[config.mk]
export PLATFORM = sky130hd
export DESIGN_NAME = rule_stream_arb
export DESIGN_NICKNAME = d
export VERILOG_FILES = /design/src/rtl/rule_stream_arb_pkg.sv /design/src/rtl/rule_stream_arb_rr_pick.sv /design/src/rtl/rule_stream_arb.sv
export SDC_FILE = /design/constraint.sdc
export NUM_CORES = 1
export LEC_CHECK = 0
export CAP_MARGIN = 30
export CELL_PAD_IN_SITES_DETAIL_PLACEMENT = 1
export CELL_PAD_IN_SITES_GLOBAL_PLACEMENT = 2
export CORE_AREA = 2 2 285 287
export DETAILED_ROUTE_END_ITERATION = 8
export DIE_AREA = 0 0 287 289
export PLACE_DENSITY_LB_ADDON = 0.2
export SLEW_MARGIN = 20
export SYNTH_ARGS = -nofsm -noshare
export SYNTH_HDL_FRONTEND = slang
export SYNTH_SLANG_ARGS = --single-unit
[constraint.sdc]
create_clock -name clk -period 2.8 [get_ports clk]
set_input_delay 0.56 -clock clk [delete_from_list [all_inputs] [get_ports clk]]
set_output_delay 0.56 -clock clk [all_outputs]
set_load 0.01 [all_outputs]
[src/rtl/rule_stream_arb_pkg.sv]
// Shared types and constants for the rule stream arbiter: beat layout,
// FSM encoding and small arithmetic helpers.
package rule_pkg;

  localparam int unsigned RULE_DW      = 128;
  localparam int unsigned RULE_EMPTY_W = 4;

  typedef struct packed {
    logic                    sop;
    logic                    eop;
    logic [RULE_EMPTY_W-1:0] empty;
    logic [RULE_DW-1:0]      data;
  } rule_beat_t;

  typedef enum logic {
    IDLE = 1'b0,
    BUSY = 1'b1
  } arb_state_t;

  function automatic logic [3:0] count_ones(input logic [7:0] v);
    logic [3:0] n;
    n = '0;
    for (int unsigned i = 0; i < 8; i++) begin
      n = n + {3'b000, v[i]};
    end
    return n;
  endfunction

  function automatic logic [15:0] sat_add16(input logic [15:0] a, input logic [3:0] b);
    logic [16:0] s;
    s = {1'b0, a} + {13'd0, b};
    return s[16] ? 16'hFFFF : s[15:0];
  endfunction

endpackage

[src/rtl/rule_stream_arb_rr_pick.sv]
// Combinational round-robin picker: first requester at or after ptr_i,
// wrapping modulo N.
module rr_pick #(
  parameter  int unsigned N = 4,
  localparam int unsigned W = $clog2(N)
) (
  input  logic [N-1:0] req_i,
  input  logic [W-1:0] ptr_i,
  output logic [W-1:0] idx_o,
  output logic         found_o
);

  logic [W-1:0] cand;

  always_comb begin
    idx_o   = '0;
    found_o = 1'b0;
    cand    = '0;
    for (int unsigned off = 0; off < N; off++) begin
      cand = W'((32'(ptr_i) + off) % N);
      if (!found_o && req_i[cand]) begin
        idx_o   = cand;
        found_o = 1'b1;
      end
    end
  end

endmodule

[src/rtl/rule_stream_arb.sv]
// Packet-level round-robin arbiter merging NUM_SRC rule streams into one
// registered output stream; orphan beats seen while idle are dropped and counted.
module rule_stream_arb
  import rule_pkg::*;
#(
  parameter  int unsigned NUM_SRC = 4,
  localparam int unsigned SRC_W   = $clog2(NUM_SRC)
) (
  input  logic                              clk,
  input  logic                              rst,
  input  logic [NUM_SRC-1:0]                in_sop,
  input  logic [NUM_SRC-1:0]                in_eop,
  input  logic [NUM_SRC*RULE_EMPTY_W-1:0]   in_empty,
  input  logic [NUM_SRC-1:0]                in_valid,
  input  logic [NUM_SRC*RULE_DW-1:0]        in_data,
  output logic [NUM_SRC-1:0]                in_ready,
  output logic                              out_sop,
  output logic                              out_eop,
  output logic                              out_valid,
  output logic [RULE_EMPTY_W-1:0]           out_empty,
  output logic [RULE_DW-1:0]                out_data,
  output logic [SRC_W-1:0]                  out_src,
  input  logic                              out_ready,
  output logic [15:0]                       orphan_cnt,
  output logic [31:0]                       pkt_cnt
);

  arb_state_t       state_q, state_d;
  logic [SRC_W-1:0] grant_q, grant_d;
  logic [SRC_W-1:0] rr_ptr_q, rr_ptr_d;
  rule_beat_t       out_q, out_d;
  logic             out_valid_q, out_valid_d;
  logic [SRC_W-1:0] out_src_q, out_src_d;
  logic [15:0]      orphan_cnt_q, orphan_cnt_d;
  logic [31:0]      pkt_cnt_q, pkt_cnt_d;

  logic [NUM_SRC-1:0] req;
  logic [NUM_SRC-1:0] orphan;
  logic [SRC_W-1:0]   pick_idx;
  logic               pick_found;
  rule_beat_t         gbeat;
  logic               g_ready;
  logic               accept;

  assign req     = in_valid & in_sop;
  assign orphan  = in_valid & ~in_sop;
  assign g_ready = !out_valid_q || out_ready;
  assign accept  = (state_q == BUSY) && in_valid[grant_q] && g_ready;

  rr_pick #(.N(NUM_SRC)) u_pick (
    .req_i   (req),
    .ptr_i   (rr_ptr_q),
    .idx_o   (pick_idx),
    .found_o (pick_found)
  );

  always_comb begin
    gbeat.sop   = in_sop[grant_q];
    gbeat.eop   = in_eop[grant_q];
    gbeat.empty = in_empty[grant_q*RULE_EMPTY_W +: RULE_EMPTY_W];
    gbeat.data  = in_data[grant_q*RULE_DW +: RULE_DW];
  end

  always_ff @(posedge clk) begin
    if (rst) begin
      state_q  <= IDLE;
      grant_q  <= '0;
      rr_ptr_q <= '0;
    end else begin
      state_q  <= state_d;
      grant_q  <= grant_d;
      rr_ptr_q <= rr_ptr_d;
    end
  end

  always_comb begin
    state_d  = state_q;
    grant_d  = grant_q;
    rr_ptr_d = rr_ptr_q;
    unique case (state_q)
      IDLE: begin
        if (pick_found) begin
          grant_d = pick_idx;
          state_d = BUSY;
        end
      end
      BUSY: begin
        if (accept && gbeat.eop) begin
          rr_ptr_d = (grant_q == SRC_W'(NUM_SRC - 1)) ? '0 : grant_q + 1'b1;
          state_d  = IDLE;
        end
      end
    endcase
  end

  // A granted source always carries sop in IDLE, so the orphan mask never overlaps it.
  always_comb begin
    in_ready = '0;
    unique case (state_q)
      IDLE: in_ready = orphan;
      BUSY: in_ready[grant_q] = g_ready;
    endcase
  end

  always_comb begin
    out_d       = out_q;
    out_valid_d = out_valid_q;
    out_src_d   = out_src_q;
    if (accept) begin
      out_d       = gbeat;
      out_valid_d = 1'b1;
      out_src_d   = grant_q;
    end else if (out_ready) begin
      out_valid_d = 1'b0;
    end
    pkt_cnt_d    = pkt_cnt_q + 32'(out_valid_q & out_ready & out_q.eop);
    orphan_cnt_d = (state_q == IDLE) ? sat_add16(orphan_cnt_q, count_ones(8'(orphan)))
                                     : orphan_cnt_q;
  end

  always_ff @(posedge clk) begin
    if (rst) begin
      out_q        <= '0;
      out_valid_q  <= 1'b0;
      out_src_q    <= '0;
      orphan_cnt_q <= '0;
      pkt_cnt_q    <= '0;
    end else begin
      out_q        <= out_d;
      out_valid_q  <= out_valid_d;
      out_src_q    <= out_src_d;
      orphan_cnt_q <= orphan_cnt_d;
      pkt_cnt_q    <= pkt_cnt_d;
    end
  end

  assign out_sop    = out_q.sop;
  assign out_eop    = out_q.eop;
  assign out_empty  = out_q.empty;
  assign out_data   = out_q.data;
  assign out_valid  = out_valid_q;
  assign out_src    = out_src_q;
  assign orphan_cnt = orphan_cnt_q;
  assign pkt_cnt    = pkt_cnt_q;

endmodule

==> flow_summary.json, run 1 <==
{
  "grt.total_usage_pct": 14.7,
  "htree_num_levels": 4,
  "grt_overflow": 0,
  "synth_adder_area_share_pct": 1.39,
  "synth_compound_area_share_pct": 11.2,
  "max_freq_mhz": 369,
  "dieArea_mm2": 0.0829,
  "fin_nets": 2338,
  "slew_viol_final": 0,
  "slowest_stage": "clkdlybuf4s50_1",
  "cp_data_arrival_time_ns": 2.15,
  "synth_top_area_share_pct": 35.8,
  "vias_per_cell": 4.03,
  "grt_pass1_vias": 12700,
  "synthToLayoutAreaGrowth_pct": 88.4,
  "multiInputGateArea_mm2": 0.00644,
  "start_kind": "input pin",
  "boundaryPins": 732,
  "vias": 11500,
  "max_stage_delay_ns": 0.53,
  "wl_mm": 62.7,
  "period_needed_ns": 2.71,
  "synth_commonest_cells": "nand2_1 (292), dfxtp_1 (190), a21oi_1 (168)",
  "clk_latency_ns": 0.50,
  "cts-root-buf": "clkbuf_16",
  "antenna_found_initial": 1,
  "routedWlPerCell_um": 21.9,
  "synth.ff_latch_count": 190,
  "syn-num-nets": 1635,
  "coreArea_mm2": 0.0799,
  "tns_ns": 0,
  "worstSetupPathType": "in2out",
  "drt_iter0_markers": 531,
  "synth_top_family_by_area": "multiplexers",
  "place_congestion": 0.790,
  "path_max_fanout": 5,
  "synth_most_common_cell": "nand2_1",
  "status": "complete, no violations",
  "synth_ff_type": "dfxtp_1",
  "clock_path_buffers": 2,
  "nFillCells": 9188,
  "io_buffer_count": 731,
  "synth_top_area_cell": "dfxtp_1",
  "synthCells": 1082,
  "synth_cell_types": 51,
  "route.detailed.drc": 0,
  "initial_core_util_pct": 13.3,
  "die_x_um": 287,
  "grt_first_pass_wirelength_mm": 88.1,
  "fin_worst_skew_ns": 0.0280,
  "path_cells": "clkdlybuf4s50_1 -> nand2b_1 -> and2_2 -> a22o_1 -> clkdlybuf4s50_1",
  "worstPathRequired_ns": 2.24,
  "rows": 104,
  "yosys.area_share.simple_pct": 16.6,
  "fp.dieH_um": 289,
  "synthArstFlopShare_pct": 0,
  "cts_sinks": 190,
  "dpl.hpwl_mm": 50.6,
  "rsz0062_at_grt": "no",
  "register_area_mm2": 0.00381,
  "seq_area_frac_synth_pct": 35.8,
  "grt_max_degree": 83,
  "synth_edf_count": 0,
  "worst_pin_slew_ns": 0.765,
  "final-hold-violation-count": 0,
  "cp_common_cell": "clkdlybuf4s50_1",
  "yosysWarnings": 0,
  "cap_violations": 0,
  "worstSetupEndpointType": "primary output",
  "synth_area_per_cell_um2": 9.83,
  "vdd_ir_drop_max_uv": 431,
  "relSlewSlack_pct": 49.0,
  "numCtsBuffers": 17,
  "worstHoldPathType": "reg2reg",
  "clkSlewWorstSetupHoldPaths_ns": 0.08,
  "timing.final.crit_share_pct": 96.7,
  "cts_tree": "yes",
  "finalSetupViolations": 0,
  "p_leak_uw": 0.00657,
  "p_per_area_mw_per_mm2": 400,
  "synth-xor-area-share_pct": 1.56,
  "synth_mux_area_share_pct": 29.1,
  "synth_area_leaders": "dfxtp_1 (36%), mux4_2 (29%), nand2_1 (10%), a21oi_1 (7.9%), clkbuf_1 (1.9%)",
  "fin_util_pct": 25.1,
  "diodes": 0,
  "hold_buffers": 0,
  "antenna_left": 0,
  "synth.cell_area_mm2": 0.0106,
  "dr.pass1.iters": 4,
  "drive_gt1_share_pct": 13.0
}
[power breakdown]
group | switching [uW] | internal, uW
registers | 96.7 | 2850
logic | 1000 | 1480
clock network | 1340 | 1260
total | 2440 | 5590
[repair_timing]
item	CTS	global route
setup endpoints to repair	11	20
buffers inserted	1	1
pin swaps	2	2
resized for setup	6	15
[sequential cells by signal (all words and copies together) (netlist names)]
signal      flops
out_empty       4
rr_ptr_q        2
out_src         2
out_sop         1
pkt_cnt        32
out_data      128
grant_q         2
out_eop         1
out_valid       1
orphan_cnt     16
state_q         1
[worst paths after layout]
check | slack [ns] | to | cells after the start | start
max | 0.09 | in_ready[2] | 5 | out_ready
min | 0.46 | out_data[3] | 2 | out_data[3]
max reg2reg | 0.29 | orphan_cnt[2] | 11 | orphan_cnt[0]
min reg2reg | 0.46 | out_data[3] | 2 | out_data[3]
[metrics by stage]
| step | hold WS, ns | total power (uW) | std cells | area [um^2] | worst slack (ns) |
|---|---|---|---|---|---|
| 2_1_floorplan | 0.458 | 3970 | 1082 | 10600 | 0.00274 |
| 3_3_place_gp | 0.443 | 5530 | 2824 | 19400 | -0.618 |
| 3_5_place_dp | 0.446 | 5560 | 2824 | 19400 | -0.664 |
| 4_1_cts | 0.458 | 8280 | 2857 | 20000 | 0.00408 |
| 5_1_grt | 0.474 | 8490 | 2858 | 20000 | 0.0170 |
| 6_report | 0.456 | 8020 | 2858 | 20000 | 0.0912 |
[layout by cell type (no fill, tap or decap), types with 4 or more instances in the layout]
cell,netlist,routed
a21oi_1,168,166
and2_1,5,4
and3_1,7,6
and4_1,5,5
buf_12,0,12
buf_4,5,33
clkbuf_16,0,17
clkdlybuf4s50_1,0,723
dfxtp_1,190,188
dlymetal6s2s_1,0,7
ha_1,7,7
inv_1,14,13
inv_6,0,5
mux4_2,136,136
nand2_1,292,292
nand3_1,16,15
nand4_1,15,15
nor2_1,19,19
nor2b_1,7,5
o21ai_0,9,9
o31ai_1,13,13
or3_1,6,6
or4_1,13,13
xnor2_1,6,6
xor2_1,13,13
[cells by family after synthesis]
family	Yosys count
compound gates	214
xor+xnor	19
fa+ha+maj	10
buf+inv	107
flops	190
mux	139
simple gates	403
[cell type report]
class,count,share of cell area [%]
inverter,14,0.262
multi-input combinational,785,32.1
sequential,190,19.0
clock buffer,18,2.14
tap,1060,6.62
clock inverter,14,0.743
timing repair buffer,777,39.1
[worst max-delay path: cells and delay by family]
kind                   cells  cell delay [ns]
buffers and inverters      2             1.06
AOI/OAI and AO/OA          1             0.15
and+or+nand+nor            2             0.37
[metal layers]
metal	track usage [%]	up-vias	share of wire [%]
met5	0	-	0
met4	4.27	0	2.0
met3	4.09	46	5.9
met2	26.7	363	53
met1	16.7	5723	39
li1	-	5379	-
No activity file was read; power rests on OpenSTA's default activity.
==> run 2: changes to the inputs <==
- SLEW_MARGIN: 20 -> unset
==> results of run 2 <==
Final layout, timing and power as in run 1 (identical DEF).
==> RTL change (settings of run 2) <==
The package constant `RULE_EMPTY_W` goes from 4 to 6.
--- a/src/rtl/rule_stream_arb_pkg.sv
+++ b/src/rtl/rule_stream_arb_pkg.sv
@@ -4,5 +4,5 @@
 
   localparam int unsigned RULE_DW      = 128;
-  localparam int unsigned RULE_EMPTY_W = 4;
+  localparam int unsigned RULE_EMPTY_W = 6;
 
   typedef struct packed {
Interface: changed (resized in_empty and out_empty); port bits go from 732 to 742. The function was not compared with the original's and may differ.
==> RTL change against run 2 <==
Critical path depth grew 6; final cell count grew 1.1%; cell area grew 1.2%; global-route usage is essentially flat; count of clock-buffer cells in the layout is the same; first-iteration DRC count shrank 22%; sequential cell count grew 2; total power grew 4.8%; area after synthesis grew 0.76%; routed wire length grew 0.30%; clock skew shrank 0.0085 ns; setup slack gained 0.10 ns; critical endpoint is now orphan_cnt[10]; largest cell class unchanged.
==> RTL change: results (changes against run 2) <==
Run status
  – Outcome: finished clean

Synth
  – Post-Syn Nets: 1656 (+1.3%)
  – Post-synthesis mux area share: 29.10% (about the same)
  – Synth area leaders: dfxtp_1 36%, mux4_2 29%, nand2_1 10%
  – Sequential area share after synthesis: 35.87% (+0.10 points)
  – Top cells by count, synth: 297 x nand2_1, 192 x dfxtp_1, 165 x a21oi_1
  – Synth Area in Adders: 1.378% (-0.011 points)
  – Synth Area in XOR/XNOR: 1.144% (-0.42 points)
  – Synthesized netlist cell count: 1095 (+1.2%)

Setup path
  – Cell family with most CP delay: adder cells
  – Crit Path Class: reg2reg
  – CP arrival: 2.98 ns (+0.83 ns)
  – Terminus of the critical flop-to-flop path: orphan_cnt[10]
  – Slowest cell on crit path: fa_1
  – R2R Setup Slk: 0.20 ns (-0.09 ns)

Worst hold path
  – Hold_sp: rst
  – Hold endpoint: pkt_cnt[8]
  – Worst Hold Class: in2reg

Final layout
  – Post-Layout Cell Count: 2890 (+1.1%)
  – Number of nets in the layout: 2374 (+1.5%)
  – Share of cells above drive strength 1: 13.09% (+0.13 points)
  – Filler cells: 9196 (+0.087%)

Clocking
  – Resized Gates After CTS: 5 (-1)
  – Postcts setup bufs: 0 (-1)

Global routing
  – Antenna violations before repair: 8 (+7)
  – Largest net degree at the start of global routing: 79 (-4.8%)
  – Vias in the first global route: 13010 (+2.7%)
  – First-pass GRT wire length: 88580 um (+0.51%)
  – Gr usage total: 14.71% (+0.027 points)

Placement
  – IO Port Bufs: 741 (+1.4%)
  – GPL Wtd Cong: 0.8969 (+13%)
  – DP HPWL: 51600 um (+1.9%)

Routing
  – Routed len/inst: 21.74 um (-0.81%)

Power and ir drop
  – LEAKAGE: 6.658 nW (+1.4%)
  – Worst vdd ir: 440.6 uV (+2.2%)

Timing
  – Skew final: 0.01956 ns (-0.008483 ns)
  – Slew at the pin closest to its max-slew limit: 0.6539 ns (-0.1111 ns)
-- RTL change: area by class of cell --
type	count	area (sq um)	share of cell area (%)
antenna	4	10.01	0.04933
inverter	15	56.30	0.2775
multi-input combinational	795	6487	31.97
tap	1060	1326	6.536
clock buffer	18	439.2	2.164
sequential	192	3851	18.98
timing repair buffer	792	7966	39.26
clock inverter	14	153.9	0.7585
-- RTL change: worst max-delay path by stage --
| stage | to | slack (ns) |
|---|---|---|
| after floorplan | orphan_cnt[7] | 0.02 |
| after global placement | orphan_cnt[13] | -0.58 |
| after detailed placement | orphan_cnt[13] | -0.63 |
| after CTS | orphan_cnt[13] | 0.03 |
| after global routing | orphan_cnt[15] | -0.02 |
| final | orphan_cnt[10] | 0.20 |
-- RTL change: through the flow --
step | setup slack, ns | cell area, sq um | TNS [ns] | hold WS, ns
3_3_place_gp | -0.5813 | 19620 | -7.390 | 0.4425
5_1_grt | -0.01659 | 20290 | -0.01659 | 0.4051
2_1_floorplan | 0.02032 | 10730 | 0 | 0.4485
3_5_place_dp | -0.6305 | 19620 | -8.289 | 0.4489
6_report | 0.1957 | 20290 | 0 | 0.4290
4_1_cts | 0.02609 | 20220 | 0 | 0.3894
-- RTL change: per-layer routing --
layer | wire length, um | vias to the layer above | GRT usage, %
li1 | - | 5469 | -
met5 | 136 | - | 0.9659
met4 | 1889 | 6 | 5.716
met1 | 24020 | 5793 | 16.31
met3 | 4916 | 70 | 5.000
met2 | 31880 | 430 | 25.75
-- RTL change: power breakdown --
group / internal, mW / switching [mW] / total (mW)
logic: 1.65 / 1.15 / 2.80
registers: 2.90 / 0.104 / 3.00
clock network: 1.28 / 1.32 / 2.61
total: 5.83 / 2.58 / 8.41
